===== src/rtl/t01_alu_pkg.sv =====
// Shared ALU opcode encodings and arbiter FSM states for the t01 ALU slice.
package t01_alu_pkg;

  typedef enum logic [3:0] {
    ADD = 4'b0000,
    SUB = 4'b1000,
    SLL = 4'b0001,
    SLT = 4'b0010,
    XOR = 4'b0100,
    SRL = 4'b0101,
    SRA = 4'b1101,
    OR  = 4'b0110,
    AND = 4'b0111,
    LUI = 4'b0011
  } alu_op_t;

  typedef enum logic [1:0] {
    IDLE = 2'd0,
    EXEC = 2'd1,
    RESP = 2'd2
  } arb_state_t;

endpackage


===== src/rtl/t01_rr_arbiter.sv =====
// Combinational round-robin pick: the first valid requester after last_grant,
// wrapping at N_REQ.
module t01_rr_arbiter #(
  parameter int N_REQ = 2,
  parameter int GID_W = 2
) (
  input  logic [N_REQ-1:0] req,
  input  logic [GID_W-1:0] last_grant,
  output logic [N_REQ-1:0] grant,
  output logic [GID_W-1:0] grant_idx,
  output logic             any_valid
);

  // Distance of requester i from the slot just after last_grant; smaller wins.
  function automatic int rr_dist(input int i, input int lg);
    int d;
    d = i - lg - 1;
    if (d < 0) d = d + N_REQ;
    return d;
  endfunction

  always_comb begin
    int best;
    grant     = '0;
    grant_idx = '0;
    any_valid = 1'b0;
    best      = N_REQ;
    for (int i = 0; i < N_REQ; i++) begin
      if (req[i] && (rr_dist(i, int'(last_grant)) < best)) begin
        best      = rr_dist(i, int'(last_grant));
        grant     = '0;
        grant[i]  = 1'b1;
        grant_idx = GID_W'(i);
        any_valid = 1'b1;
      end
    end
  end

endmodule


===== src/rtl/t01_alu_arbiter.sv =====
// Shares one external combinational ALU between N_REQ requesters using
// round-robin grant, registered operands and a valid/ready response channel.
module t01_alu_arbiter
  import t01_alu_pkg::*;
#(
  parameter int N_REQ = 2,
  parameter int GID_W = 2
) (
  input  logic                  clk,
  input  logic                  rst,
  input  logic [N_REQ-1:0]      req_valid,
  output logic [N_REQ-1:0]      req_ready,
  input  logic [4*N_REQ-1:0]    req_op,
  input  logic [32*N_REQ-1:0]   req_a,
  input  logic [32*N_REQ-1:0]   req_b,
  output logic [N_REQ-1:0]      rsp_valid,
  input  logic [N_REQ-1:0]      rsp_ready,
  output logic [31:0]           rsp_result,
  output logic                  rsp_zero,
  output logic                  rsp_neg,
  output logic                  rsp_ovf,
  output logic [3:0]            alu_op,
  output logic [31:0]           alu_data1,
  output logic [31:0]           alu_data2,
  input  logic [31:0]           alu_result,
  input  logic                  alu_zero,
  input  logic                  alu_neg,
  input  logic                  alu_ovf,
  output logic                  busy,
  output logic [GID_W-1:0]      grant_id
);

  arb_state_t       state_q, state_d;
  logic [GID_W-1:0] last_grant_q, last_grant_d;
  logic [GID_W-1:0] grant_id_q, grant_id_d;
  logic [3:0]       op_q, op_d;
  logic [31:0]      a_q, a_d, b_q, b_d;
  logic [31:0]      result_q, result_d;
  logic             zero_q, zero_d, neg_q, neg_d, ovf_q, ovf_d;

  logic [N_REQ-1:0] arb_grant;
  logic [GID_W-1:0] arb_idx;
  logic             arb_any;
  logic [3:0]       sel_op;
  logic [31:0]      sel_a, sel_b;
  logic [N_REQ-1:0] rsp_sel;

  t01_rr_arbiter #(.N_REQ(N_REQ), .GID_W(GID_W)) u_rr (
    .req        (req_valid),
    .last_grant (last_grant_q),
    .grant      (arb_grant),
    .grant_idx  (arb_idx),
    .any_valid  (arb_any)
  );

  always_comb begin
    sel_op = '0;
    sel_a  = '0;
    sel_b  = '0;
    for (int i = 0; i < N_REQ; i++) begin
      if (arb_grant[i]) begin
        sel_op = req_op[4*i +: 4];
        sel_a  = req_a[32*i +: 32];
        sel_b  = req_b[32*i +: 32];
      end
    end
  end

  always_comb begin
    rsp_sel = '0;
    for (int i = 0; i < N_REQ; i++) begin
      rsp_sel[i] = (grant_id_q == GID_W'(i));
    end
  end

  // req_ready is also held low while reset is asserted, since IDLE alone does not imply it
  always_comb begin
    state_d      = state_q;
    last_grant_d = last_grant_q;
    grant_id_d   = grant_id_q;
    op_d         = op_q;
    a_d          = a_q;
    b_d          = b_q;
    result_d     = result_q;
    zero_d       = zero_q;
    neg_d        = neg_q;
    ovf_d        = ovf_q;
    req_ready    = '0;
    rsp_valid    = '0;
    alu_op       = ADD;
    alu_data1    = '0;
    alu_data2    = '0;
    case (state_q)
      IDLE: begin
        if (arb_any) begin
          req_ready    = rst ? '0 : arb_grant;
          op_d         = sel_op;
          a_d          = sel_a;
          b_d          = sel_b;
          last_grant_d = arb_idx;
          grant_id_d   = arb_idx;
          state_d      = EXEC;
        end
      end
      EXEC: begin
        alu_op    = op_q;
        alu_data1 = a_q;
        alu_data2 = b_q;
        result_d  = alu_result;
        zero_d    = alu_zero;
        neg_d     = alu_neg;
        ovf_d     = alu_ovf;
        state_d   = RESP;
      end
      RESP: begin
        rsp_valid = rsp_sel;
        if (|(rsp_ready & rsp_sel)) state_d = IDLE;
      end
      default: state_d = IDLE;
    endcase
  end

  always_ff @(posedge clk or posedge rst) begin
    if (rst) begin
      state_q      <= IDLE;
      last_grant_q <= GID_W'(N_REQ - 1);
      grant_id_q   <= '0;
      op_q         <= '0;
      a_q          <= '0;
      b_q          <= '0;
      result_q     <= '0;
      zero_q       <= 1'b0;
      neg_q        <= 1'b0;
      ovf_q        <= 1'b0;
    end else begin
      state_q      <= state_d;
      last_grant_q <= last_grant_d;
      grant_id_q   <= grant_id_d;
      op_q         <= op_d;
      a_q          <= a_d;
      b_q          <= b_d;
      result_q     <= result_d;
      zero_q       <= zero_d;
      neg_q        <= neg_d;
      ovf_q        <= ovf_d;
    end
  end

  assign busy       = (state_q != IDLE);
  assign grant_id   = grant_id_q;
  assign rsp_result = result_q;
  assign rsp_zero   = zero_q;
  assign rsp_neg    = neg_q;
  assign rsp_ovf    = ovf_q;

endmodule


===== config.mk =====
export PLATFORM = sky130hd
export DESIGN_NAME = t01_alu_arbiter
export DESIGN_NICKNAME = d
export VERILOG_FILES = /design/src/rtl/t01_alu_pkg.sv /design/src/rtl/t01_rr_arbiter.sv /design/src/rtl/t01_alu_arbiter.sv
export SDC_FILE = /design/constraint.sdc
export NUM_CORES = 1
export LEC_CHECK = 0
export ABC_CLOCK_PERIOD_IN_PS = 4470
export CAP_MARGIN = 15
export CELL_PAD_IN_SITES_DETAIL_PLACEMENT = 2
export CELL_PAD_IN_SITES_GLOBAL_PLACEMENT = 2
export CORE_MARGIN = 1.5
export CORE_UTILIZATION = 23
export CTS_CLUSTER_SIZE = 20
export DETAILED_ROUTE_END_ITERATION = 8
export GPL_TIMING_DRIVEN = 0
export PLACE_DENSITY = 0.9
export SETUP_SLACK_MARGIN = 0.3
export SKIP_CTS_REPAIR_TIMING = 1
export SYNTH_ARGS = -nofsm -noshare
export SYNTH_HDL_FRONTEND = slang
export SYNTH_SLANG_ARGS = --single-unit

===== constraint.sdc =====
create_clock -name clk -period 4.47 [get_ports clk]
set_clock_uncertainty 0.2 [all_clocks]
set_input_delay 0.447 -clock clk [delete_from_list [all_inputs] [get_ports clk]]
set_output_delay 0.447 -clock clk [all_outputs]
set_load 0.03 [all_outputs]

==> results of run 1 <==
==> worst max-delay path: cells and delay by family <==
| family | cells | cell delay, ns |
|---|---|---|
| buf+inv | 3 | 1.72 |
| simple gates | 1 | 0.25 |
| compound gates | 1 | 0.60 |
==> power by group through the flow <==
stage	clock (mW)	sequential, mW	combinational, mW
global route	0.949	1.80	4.10
detailed placement	0	1.77	3.89
finish	0.874	1.75	3.82
global placement	0	1.71	3.75
CTS	0.902	1.75	3.89
floorplan	0	2.01	2.00
==> synthesized netlist by cell type, drive strengths merged <==
master | count | area share, %
a21oi | 137 | 17
dfrtp | 106 | 48
and2 | 69 | 7.9
a32oi | 68 | 11
clkbuf | 38 | 2.6
mux2 | 36 | 7.4
buf | 22 | 3.2
inv | 3 | 0.21
nor2 | 3 | 0.21
nand2b | 2 | 0.23
a21boi | 1 | 0.14
a31oi | 1 | 0.11
and3 | 1 | 0.11
conb | 1 | 0.069
dfstp | 1 | 0.48
nand2 | 1 | 0.069
nor2b | 1 | 0.11
nor4b | 1 | 0.16
o21ai | 1 | 0.16
o21bai | 1 | 0.14
or2 | 1 | 0.11
==> state kept, by name, summed over array words and instances (netlist names) <==
signal	flops
a_q	32
b_q	32
grant_id	1
last_grant_q	1
op_q	4
rsp_neg	1
rsp_ovf	1
rsp_result	32
rsp_zero	1
state_q	2
==> final timing paths <==
check	startpoint	endpoint	cells past startpoint
min in group clk	rsp_result[12]$_DFFE_PP0N_	rsp_result[12]$_DFFE_PP0N_	1
worst max register to register	last_grant_q[0]$_DFFE_PP1P_	a_q[10]$_DFFE_PP0P_	5
worst min register to register	rsp_result[12]$_DFFE_PP0N_	rsp_result[12]$_DFFE_PP0N_	1
worst max-delay path	req_valid[1]	req_ready[1]	5
worst min-delay path	rst	a_q[16]$_DFFE_PP0P_	2
max in group asynchronous	rst	last_grant_q[0]$_DFFE_PP1P_	3
==> metal layers <==
layer  wire length (um)  part of all wire, %  track usage, %
met1               9490                   40            22.3
met2              12000                   51            34.1
met3               1390                  5.9            3.99
met4                626                  2.7            6.69
met5                  0                    0               0
==> through the flow <==
| stage | TNS, ns | worst slack [ns] | cells | utilization, % |
|---|---|---|---|---|
| final | 0 | 0.786 | 1116 | 38.8 |
| after global routing | 0 | 0.669 | 1116 | 38.8 |
| after CTS | 0 | 0.718 | 1116 | 38.8 |
| after detailed placement | 0 | 0.751 | 1100 | 37.4 |
| after global placement | -106.25 | -1.60 | 1098 | 37.2 |
| after floorplan | 0 | 0.537 | 495 | - |
==> cell families (layout without fill, tap and decap cells) <==
kind of cell,after synthesis,after routing,synth area share (%)
flops,107,107,49.0
compound gates,209,209,28.6
simple gates,79,79,8.90
other cells,1,1,0.0686
buf+inv,63,365,6.02
mux,36,36,7.41
==> cell type report <==
class                           instances  area (um^2)
Buffer                                 60          318
Clock buffer                            9          225
Clock inverter                          7         95.1
Fill cell                            2519        14300
Inverter                                3         16.3
Multi-Input combinational cell        325         2460
Sequential cell                       107         2680
Tap cell                              319          399
Timing Repair Buffer                  286         2880
==> PnR_summary.wiki, run 1 <==
{| class="wikitable"
! Metric !! Value
|-
| Fraction of final layout cells with drive strength greater than 1 || 14.2%
|-
| Worst setup slack for register-to-register paths || 2.25 ns
|-
| DIE AREA || 24700 um^2
|-
| Highest attainable clock frequency || 271 MHz
|-
| Syn Std Cell Area || 5470 um^2
|-
| Total clock buffers created by CTS || 9
|-
| MaxCap Viol Count || 0
|-
| Data required time of the worst path || 3.82 ns
|-
| Number of nets in the layout || 969
|-
| Clock tree from TritonCTS || built
|-
| Synthesized area per cell || 11.1 um^2
|-
| Vert. Die Dim || 157 um
|-
| Standard cell core area || 23400 um^2
|-
| Setup-violating endpoint count in the final report || 0
|-
| Sink count of the clock tree || 107
|-
| Pre-Repair DR Iteration Count || 4
|-
| Switching portion of total power || 45.6%
|-
| Final HPWL from detailed placement || 18.5 mm
|-
| Via density || 4.74
|-
| Library cell appearing most often on the critical path || sky130_fd_sc_hd__clkdlybuf4s50_1
|-
| Internal portion of total power || 3.50 mW
|-
| Power density relative to cell area || 709 nW/um^2
|-
| Vias || 5292
|-
| Highest net fanout along the worst path || 10
|-
| Global route overflow || 0
|-
| Routed wire length || 23.5 mm
|-
| Number of buffer cells added on primary ports || 284
|-
| Cell count after synthesis || 495
|-
| Commonest cells after routing, fill and taps aside || 284 x sky130_fd_sc_hd__clkdlybuf4s50_1, 106 x sky130_fd_sc_hd__dfrtp_1, 69 x sky130_fd_sc_hd__and2_1, 69 x sky130_fd_sc_hd__a21oi_1
|-
| Via count of the first global-routing pass || 6034
|-
| YS warnings || 0
|-
| Count of distinct cell types in the synthesized netlist || 26
|-
| Wire per inst || 21.0 um
|-
| I/O pin count || 287
|-
| Most frequent standard cell in the layout excluding fill and tap cells || sky130_fd_sc_hd__clkdlybuf4s50_1
|-
| Hold violation count in the final report || 0
|-
| Total track usage || 19.0%
|-
| Max_slew headroom || 53.6%
|-
| Number of DRC violations after detailed routing || 0
|-
| Critical Path Max Stage Delay || 0.68 ns
|-
| Startpoint type of the worst setup path || input pin
|-
| Starting DRC count in detailed routing || 146
|-
| Max rail drop VDD || 0.000188 V
|-
| CTS H-tree depth || 3
|-
| Clock share of power || 13.6%
|-
| Final design area excluding fillers || 9080 um^2
|-
| Synthesized netlist net count || 672
|-
| Antenna violations before repair || 0
|-
| Placer's final routability congestion estimate || 0.735
|-
| Post-detailed-route count of antenna-violating nets || 0
|-
| Sequence of cells on the critical path || clkdlybuf4s50_1 > a21boi_1 > clkbuf_1 > and3_1 > clkdlybuf4s50_1
|-
| Area grow syn2layout || 65.9%
|-
| Share of power burned in combinational logic || 59.3%
|-
| Pin count of the biggest net entering global routing || 78
|-
| Global-route wire length before repair || 35.5 mm
|-
| Crit path DAT || 3.04 ns
|-
| Synth Register Bits || 107
|-
| Leakage power figure || 3.36 nW
|-
| Die extent in x || 157 um
|-
| Final max-slew violation count || 0
|-
| Clock root cell || sky130_fd_sc_hd__clkbuf_16
|-
| Core Rows || 56
|-
| Worst-Skew Late Latency || 0.35 ns
|-
| Sequential cell fraction of total power || 27.1%
|-
| Buffer levels on the longest clock path || 2
|-
| Clock transition at the registers of the reported paths || 0.08 ns
|-
| Crit end category || output port
|-
| Final critical-path required period || 3.68 ns
|-
| Post-detailed-placement cell area || 8760 um^2
|-
| Part of the Yosys area used for sequential elements || 49.0%
|-
| Number of diodes added for antenna fixing || 0
|-
| Total power || 6.44 mW
|-
| Ratio of final minimum period to clock period || 82.4%
|-
| Worst slack on hold paths || 0.276 ns
|-
| Switching power || 2.94 mW
|-
| Worst-margin pin slew || 0.694 ns
|-
| Crit path kind || input pin to output port
|-
| Cell with the largest stage delay on the worst path || sky130_fd_sc_hd__clkdlybuf4s50_1
|-
| Unrepaired setup endpoints after global routing || no
|-
| Effective utilization at floorplan || 23.4%
|-
| Status || completed
|-
| Path type of the worst min-delay path || input pin to asynchronous set/reset pin
|}
Power figures use the tool's default switching activity.
==> inputs of run 2 (changes only) <==
--- a/config.mk
+++ b/config.mk
@@ -5,7 +5,7 @@
 export SDC_FILE = /design/constraint.sdc
 export NUM_CORES = 1
 export LEC_CHECK = 0
-export ABC_CLOCK_PERIOD_IN_PS = 4470
+export ABC_CLOCK_PERIOD_IN_PS = 3400
 export CAP_MARGIN = 15
 export CELL_PAD_IN_SITES_DETAIL_PLACEMENT = 2
 export CELL_PAD_IN_SITES_GLOBAL_PLACEMENT = 2
==> constraint.sdc (replaced) <==
create_clock -name clk -period 3.4 [get_ports clk]
set_clock_uncertainty 0.2 [all_clocks]
set_input_delay 0.34 -clock clk [delete_from_list [all_inputs] [get_ports clk]]
set_output_delay 0.34 -clock clk [all_outputs]
set_load 0.03 [all_outputs]
==> PnR_summary.wiki, run 2 (synthesis results as in run 1) <==
{| class="wikitable"
! Metric !! Value
|-
| Crit path DAT || 2.56 ns (-0.48 ns)
|-
| Critical Path Max Stage Delay || 0.71 ns (+0.03 ns)
|-
| Placer's final routability congestion estimate || 0.723 (-1.6%)
|-
| Leakage power figure || 4.33 nW (+29%)
|-
| Via count of the first global-routing pass || 6028 (-0.099%)
|-
| Global-route wire length before repair || 35.4 mm (-0.14%)
|-
| Via density || 4.76 (+0.29%)
|-
| Starting DRC count in detailed routing || 191 (+31%)
|-
| Library cell appearing most often on the critical path || sky130_fd_sc_hd__clkbuf_2
|-
| Core Rows || 56 (unchanged)
|-
| Number of diodes added for antenna fixing || 0 (unchanged)
|-
| Crit end category || output port
|-
| Crit path from || state_q[1]$_DFFE_PP0P_
|-
| Sequence of cells on the critical path || nor2b_1 > clkbuf_2 > clkbuf_4 > clkbuf_2 > and2_1 > clkdlybuf4s50_1
|-
| Crit path kind || flop to output port
|-
| Path type of the worst min-delay path || flop to flop
|-
| Highest attainable clock frequency || 323 MHz
|-
| Standard cell core area || 23400 um^2 (unchanged)
|-
| Worst-Skew Late Latency || 0.35 ns (about the same)
|-
| Sequential standard cell area || 2680 um^2 (unchanged)
|-
| Vert. Die Dim || 157 um (unchanged)
|-
| Pre-Repair DR Iteration Count || 4 (unchanged)
|-
| Startpoint type of the worst setup path || flop
|-
| Final max-slew violation count || 0 (unchanged)
|-
| Post-route setup TNS || 0 ns (unchanged)
|-
| Global route overflow || 0 (unchanged)
|-
| Most frequent standard cell in the layout excluding fill and tap cells || sky130_fd_sc_hd__clkdlybuf4s50_1
|-
| Clock transition at the registers of the reported paths || 0.08 ns (about the same)
|-
| Unrepaired setup endpoints after global routing || yes
|-
| Critical path's top delay family || buffers and inverters
|-
| Total track usage || 19.0% (-0.051 points)
|-
| Hold violation count in the final report || 0 (unchanged)
|-
| Launch point of the worst reg-to-reg path || last_grant_q[0]$_DFFE_PP1P_
|-
| Buffer levels on the longest clock path || 2 (unchanged)
|-
| Wire per inst || 21.0 um (about the same)
|-
| Setup-violating endpoint count in the final report || 0 (unchanged)
|-
| MaxCap Viol Count || 0 (unchanged)
|-
| Clock root cell || sky130_fd_sc_hd__clkbuf_16
|-
| Die extent in x || 157 um (unchanged)
|-
| Number of nets in the layout || 971 (+0.21%)
|-
| Worst hold start || rsp_result[7]$_DFFE_PP0N_
|-
| Routed wire length || 23.5 mm (+0.26%)
|-
| Worst-margin pin slew || 0.859 ns (+0.165 ns)
|-
| Final critical-path required period || 3.10 ns
|-
| Combined area of the multi-input logic cells || 2470 um^2 (+0.15%)
|-
| Effective utilization at floorplan || 23.4% (unchanged)
|-
| Max rail drop VDD || 0.000281 V (+49%)
|-
| DIE AREA || 24700 um^2 (unchanged)
|-
| Total clock buffers created by CTS || 9 (unchanged)
|-
| Clock tree from TritonCTS || built
|-
| Power density relative to cell area || 910 nW/um^2 (+28%)
|-
| Vias || 5317 (+0.47%)
|-
| Cell with the largest stage delay on the worst path || sky130_fd_sc_hd__clkdlybuf4s50_1
|-
| Post-detailed-route count of antenna-violating nets || 0 (unchanged)
|-
| Critical path buffer and inverter count || 4 (+1)
|-
| Antenna violations before repair || 0 (unchanged)
|-
| Sink count of the clock tree || 107 (unchanged)
|-
| Data required time of the worst path || 2.86 ns (-0.96 ns)
|-
| Status || completed
|-
| Number of DRC violations after detailed routing || 0 (unchanged)
|-
| Ratio of final minimum period to clock period || 91.1%
|-
| Final HPWL from detailed placement || 18.5 mm (about the same)
|-
| Layout fillers || 2496 (-0.91%)
|-
| Highest net fanout along the worst path || 10 (unchanged)
|-
| Pin count of the biggest net entering global routing || 42 (-46%)
|-
| Commonest cells after routing, fill and taps aside || 226 x sky130_fd_sc_hd__clkdlybuf4s50_1, 106 x sky130_fd_sc_hd__dfrtp_1, 69 x sky130_fd_sc_hd__and2_1, 69 x sky130_fd_sc_hd__a21oi_1
|-
| Number of buffer cells added on primary ports || 284 (unchanged)
|-
| Area grow syn2layout || 69.0%
|-
| CTS H-tree depth || 3 (unchanged)
|-
| Max_slew headroom || 42.4% (-11 points)
|-
| Total power || 8.41 mW (+31%)
|-
| Fraction of final layout cells with drive strength greater than 1 || 15.6% (+1.5 points)
|-
| I/O pin count || 287 (unchanged)
|}
-- run 2: cell types whose count changed in the layout (fill, tap and decap cells not counted), sizes merged --
cell           delta
clkbuf            +1
dlymetal6s2s     +58
clkdlybuf4s50    -58
clkinv            -2
inv               -2
clkinvlp          +5
-- run 2: worst paths after layout --
check / cells after the start / end / slack, ns
max: 6 / alu_data2[14] / 0.30
min: 1 / rsp_result[7]$_DFFE_PP0N_ / 0.29
max reg2reg: 6 / a_q[10]$_DFFE_PP0P_ / 1.18
min reg2reg: 1 / rsp_result[7]$_DFFE_PP0N_ / 0.29
max in group asynchronous: 4 / rsp_result[22]$_DFFE_PP0N_ / 1.86
min in group asynchronous: 2 / a_q[8]$_DFFE_PP0P_ / 0.32
-- run 2: where the power goes --
part | switching (mW) | leakage, nW | internal [mW]
combinational | 2.95 | 2.95 | 2.04
clock | 0.545 | 0.142 | 0.586
sequential | 0.347 | 1.24 | 1.94
-- run 2: worst reg2reg max path, delay by kind of cell (launching register included) --
family	cells	cell delay [ns]
AOI/OAI and AO/OA	2	0.46
buffers and inverters	3	0.83
DFF	1	0.57
and+or+nand+nor	1	0.10
-- run 2: layout make-up --
cell class	count	area share (%)
sequential	107	29.0
inverter	3	0.162
tap	319	4.32
clock inverter	7	0.907
timing repair buffer	287	32.9
timing repair inverter	1	0.0541
multi-input combinational	325	26.7
clock buffer	9	2.44
buffer	60	3.59
-- run 2: through the flow --
stage	hold WS (ns)	std cells	area (um^2)	utilization [%]	worst slack (ns)
after floorplan	0.275	495	5470	-	0.443
after global placement	0.267	1098	8720	37.2	-1.46
after detailed placement	0.275	1101	8770	37.5	-0.0220
after CTS	0.294	1117	9080	38.8	-0.181
after global routing	0.313	1118	9240	39.5	0.165
final	0.286	1118	9240	39.5	0.301
-- run 2: metal layers --
layer	GRT usage [%]	routed length, um
met3	4.07	1490
met4	6.47	518
met2	34.8	12300
met1	21.6	9260
met5	0	0
==> inputs of run 3 (changes only) <==
==> constraint.sdc (replaced) <==
create_clock -name clk -period 3.4 [get_ports clk]
set_clock_uncertainty 0.2 [all_clocks]
set_input_delay 0.68 -clock clk [delete_from_list [all_inputs] [get_ports clk]]
set_output_delay 0.68 -clock clk [all_outputs]
set_load 0.03 [all_outputs]
==> PnR_summary.wiki, run 3 (synthesis results as in run 1) <==
{| class="wikitable"
! Metric !! Value
|-
| CTS H-tree depth || 3 (unchanged)
|-
| Fraction of final layout cells with drive strength greater than 1 || 23.0% (+7.4 points)
|-
| Highest net fanout along the worst path || 10 (unchanged)
|-
| Crit end category || output port
|-
| Area grow syn2layout || 62.1%
|-
| Status || completed
|-
| Hold violation count in the final report || 0 (unchanged)
|-
| Number of DRC violations after detailed routing || 0 (unchanged)
|-
| Pre-Repair DR Iteration Count || 4 (unchanged)
|-
| Total track usage || 19.2% (+0.20 points)
|-
| Non-filler cells in the finished layout || 1118 (unchanged)
|-
| Core Rows || 56 (unchanged)
|-
| Crit path kind || input pin to output port
|-
| Sink count of the clock tree || 107 (unchanged)
|-
| Routed wire length || 23.5 mm (about the same)
|-
| Crit path DAT || 2.28 ns (-0.28 ns)
|-
| Die extent in x || 157 um (unchanged)
|-
| Clock root cell || sky130_fd_sc_hd__clkbuf_16
|-
| Power density relative to cell area || 922 nW/um^2 (+1.3%)
|-
| Worst slack on hold paths || 0.291 ns (+0.00524 ns)
|-
| MaxCap Viol Count || 0 (unchanged)
|-
| Ratio of final minimum period to clock period || 92.9% (+1.7 points)
|-
| Critical Path Max Stage Delay || 0.53 ns (-0.18 ns)
|-
| Final max-slew violation count || 0 (unchanged)
|-
| Clock transition at the registers of the reported paths || 0.08 ns (about the same)
|-
| Layout fillers || 2506 (+0.40%)
|-
| Starting DRC count in detailed routing || 127 (-34%)
|-
| Total clock buffers created by CTS || 9 (unchanged)
|-
| Worst-margin pin slew || 0.662 ns (-0.197 ns)
|-
| Critical path's top delay family || buffers and inverters
|-
| Sequential standard cell area || 2680 um^2 (unchanged)
|-
| Number of nets in the layout || 971 (unchanged)
|-
| Pin count of the biggest net entering global routing || 38 (-9.5%)
|-
| I/O pin count || 287 (unchanged)
|-
| Critical path buffer and inverter count || 4 (unchanged)
|-
| Vert. Die Dim || 157 um (unchanged)
|-
| Unrepaired setup endpoints after global routing || yes
|-
| Via density || 4.71 (-1.1%)
|-
| Clock tree from TritonCTS || built
|-
| Final HPWL from detailed placement || 18.6 mm (+0.40%)
|-
| Max rail drop VDD || 0.000280 V (-0.30%)
|-
| Data required time of the worst path || 2.52 ns (-0.34 ns)
|-
| Startpoint type of the worst setup path || input pin
|-
| Number of buffer cells added on primary ports || 284 (unchanged)
|-
| Number of diodes added for antenna fixing || 0 (unchanged)
|-
| Path type of the worst min-delay path || flop to flop
|-
| Placer's final routability congestion estimate || 0.745 (+3.0%)
|-
| Buffer levels on the longest clock path || 2 (unchanged)
|-
| Post-detailed-route count of antenna-violating nets || 0 (unchanged)
|-
| Commonest cells after routing, fill and taps aside || 214 x sky130_fd_sc_hd__clkdlybuf4s50_1, 106 x sky130_fd_sc_hd__dfrtp_1, 69 x sky130_fd_sc_hd__and2_1, 69 x sky130_fd_sc_hd__a21oi_1
|-
| Antenna violations before repair || 0 (unchanged)
|-
| Post-route setup TNS || 0 ns (unchanged)
|-
| Cell with the largest stage delay on the worst path || sky130_fd_sc_hd__clkdlybuf4s50_1
|-
| Dpl cells || 1102 (+0.091%)
|-
| Leakage power figure || 3.65 nW (-16%)
|-
| Wire per inst || 21.0 um (about the same)
|-
| Setup-violating endpoint count in the final report || 0 (unchanged)
|-
| Max_slew headroom || 55.9% (+13 points)
|-
| Sequence of cells on the critical path || clkdlybuf4s50_1 > a21boi_4 > buf_4 > buf_6 > and3_1 > clkbuf_2
|-
| Effective utilization at floorplan || 23.4% (unchanged)
|-
| Global-route wire length before repair || 35.6 mm (+0.41%)
|-
| Worst-Skew Late Latency || 0.35 ns (about the same)
|-
| Via count of the first global-routing pass || 5920 (-1.8%)
|-
| Standard cell core area || 23400 um^2 (unchanged)
|-
| Most frequent standard cell in the layout excluding fill and tap cells || sky130_fd_sc_hd__clkdlybuf4s50_1
|-
| Final core occ || 37.9% (-1.6 points)
|-
| Highest attainable clock frequency || 317 MHz (-1.9%)
|-
| Global route overflow || 0 (unchanged)
|-
| DIE AREA || 24700 um^2 (unchanged)
|-
| Vias || 5261 (-1.1%)
|-
| Final critical-path required period || 3.16 ns (+0.0591 ns)
|-
| Combined area of the multi-input logic cells || 2490 um^2 (+0.91%)
|}
==> run 3: cell types whose count changed in the layout (fill, tap and decap cells not counted), sizes merged <==
cell           delta
buf               +6
bufinv            -1
clkbuf           +53
clkdlybuf4s50    -12
clkinv            +3
clkinvlp          -2
dlymetal6s2s     -46
inv               -1
==> run 3: metal layers <==
layer,wire [um],GRT usage [%]
met1,9440,22.1
met2,12200,35.4
met3,1450,4.05
met4,398,5.66
met5,0,0
==> run 3: per-stage QoR <==
| step | power [mW] | setup WS [ns] | instance area (um^2) |
|---|---|---|---|
| final | 8.18 | 0.242 | 8870 |
| after global routing | 8.70 | 0.172 | 8870 |
| after CTS | 8.55 | -0.809 | 9080 |
| after detailed placement | 7.45 | -0.787 | 8780 |
| after global placement | 7.20 | -2.18 | 8720 |
| after floorplan | 5.28 | -0.237 | 5470 |
==> run 3: power breakdown <==
part	internal [mW]	leakage (nW)	switching, mW
Clock	0.518	0.138	0.549
Combinational	1.83	2.28	2.99
Sequential	1.94	1.24	0.350
==> run 3: final timing paths <==
path                                        startpoint  slack, ns                          to  depth (start not counted)
setup / recovery                          req_valid[1]       0.24                req_ready[1]                          6
hold / removal              rsp_result[28]$_DFFE_PP0N_       0.29  rsp_result[28]$_DFFE_PP0N_                          1
setup reg to reg           last_grant_q[0]$_DFFE_PP1P_       1.12         b_q[27]$_DFFE_PP0P_                          6
hold reg to reg             rsp_result[28]$_DFFE_PP0N_       0.29  rsp_result[28]$_DFFE_PP0N_                          1
max in group asynchronous                          rst       1.68         b_q[10]$_DFFE_PP0P_                          4
min in group asynchronous                          rst       0.58          a_q[8]$_DFFE_PP0P_                          2
==> run 3: area by class of cell <==
type | count | area share (%)
multi-input combinational | 325 | 28.1
buffer | 60 | 3.81
timing repair buffer | 288 | 29.9
clock inverter | 7 | 0.804
inverter | 3 | 0.169
clock buffer | 9 | 2.54
tap | 319 | 4.50
sequential | 107 | 30.2
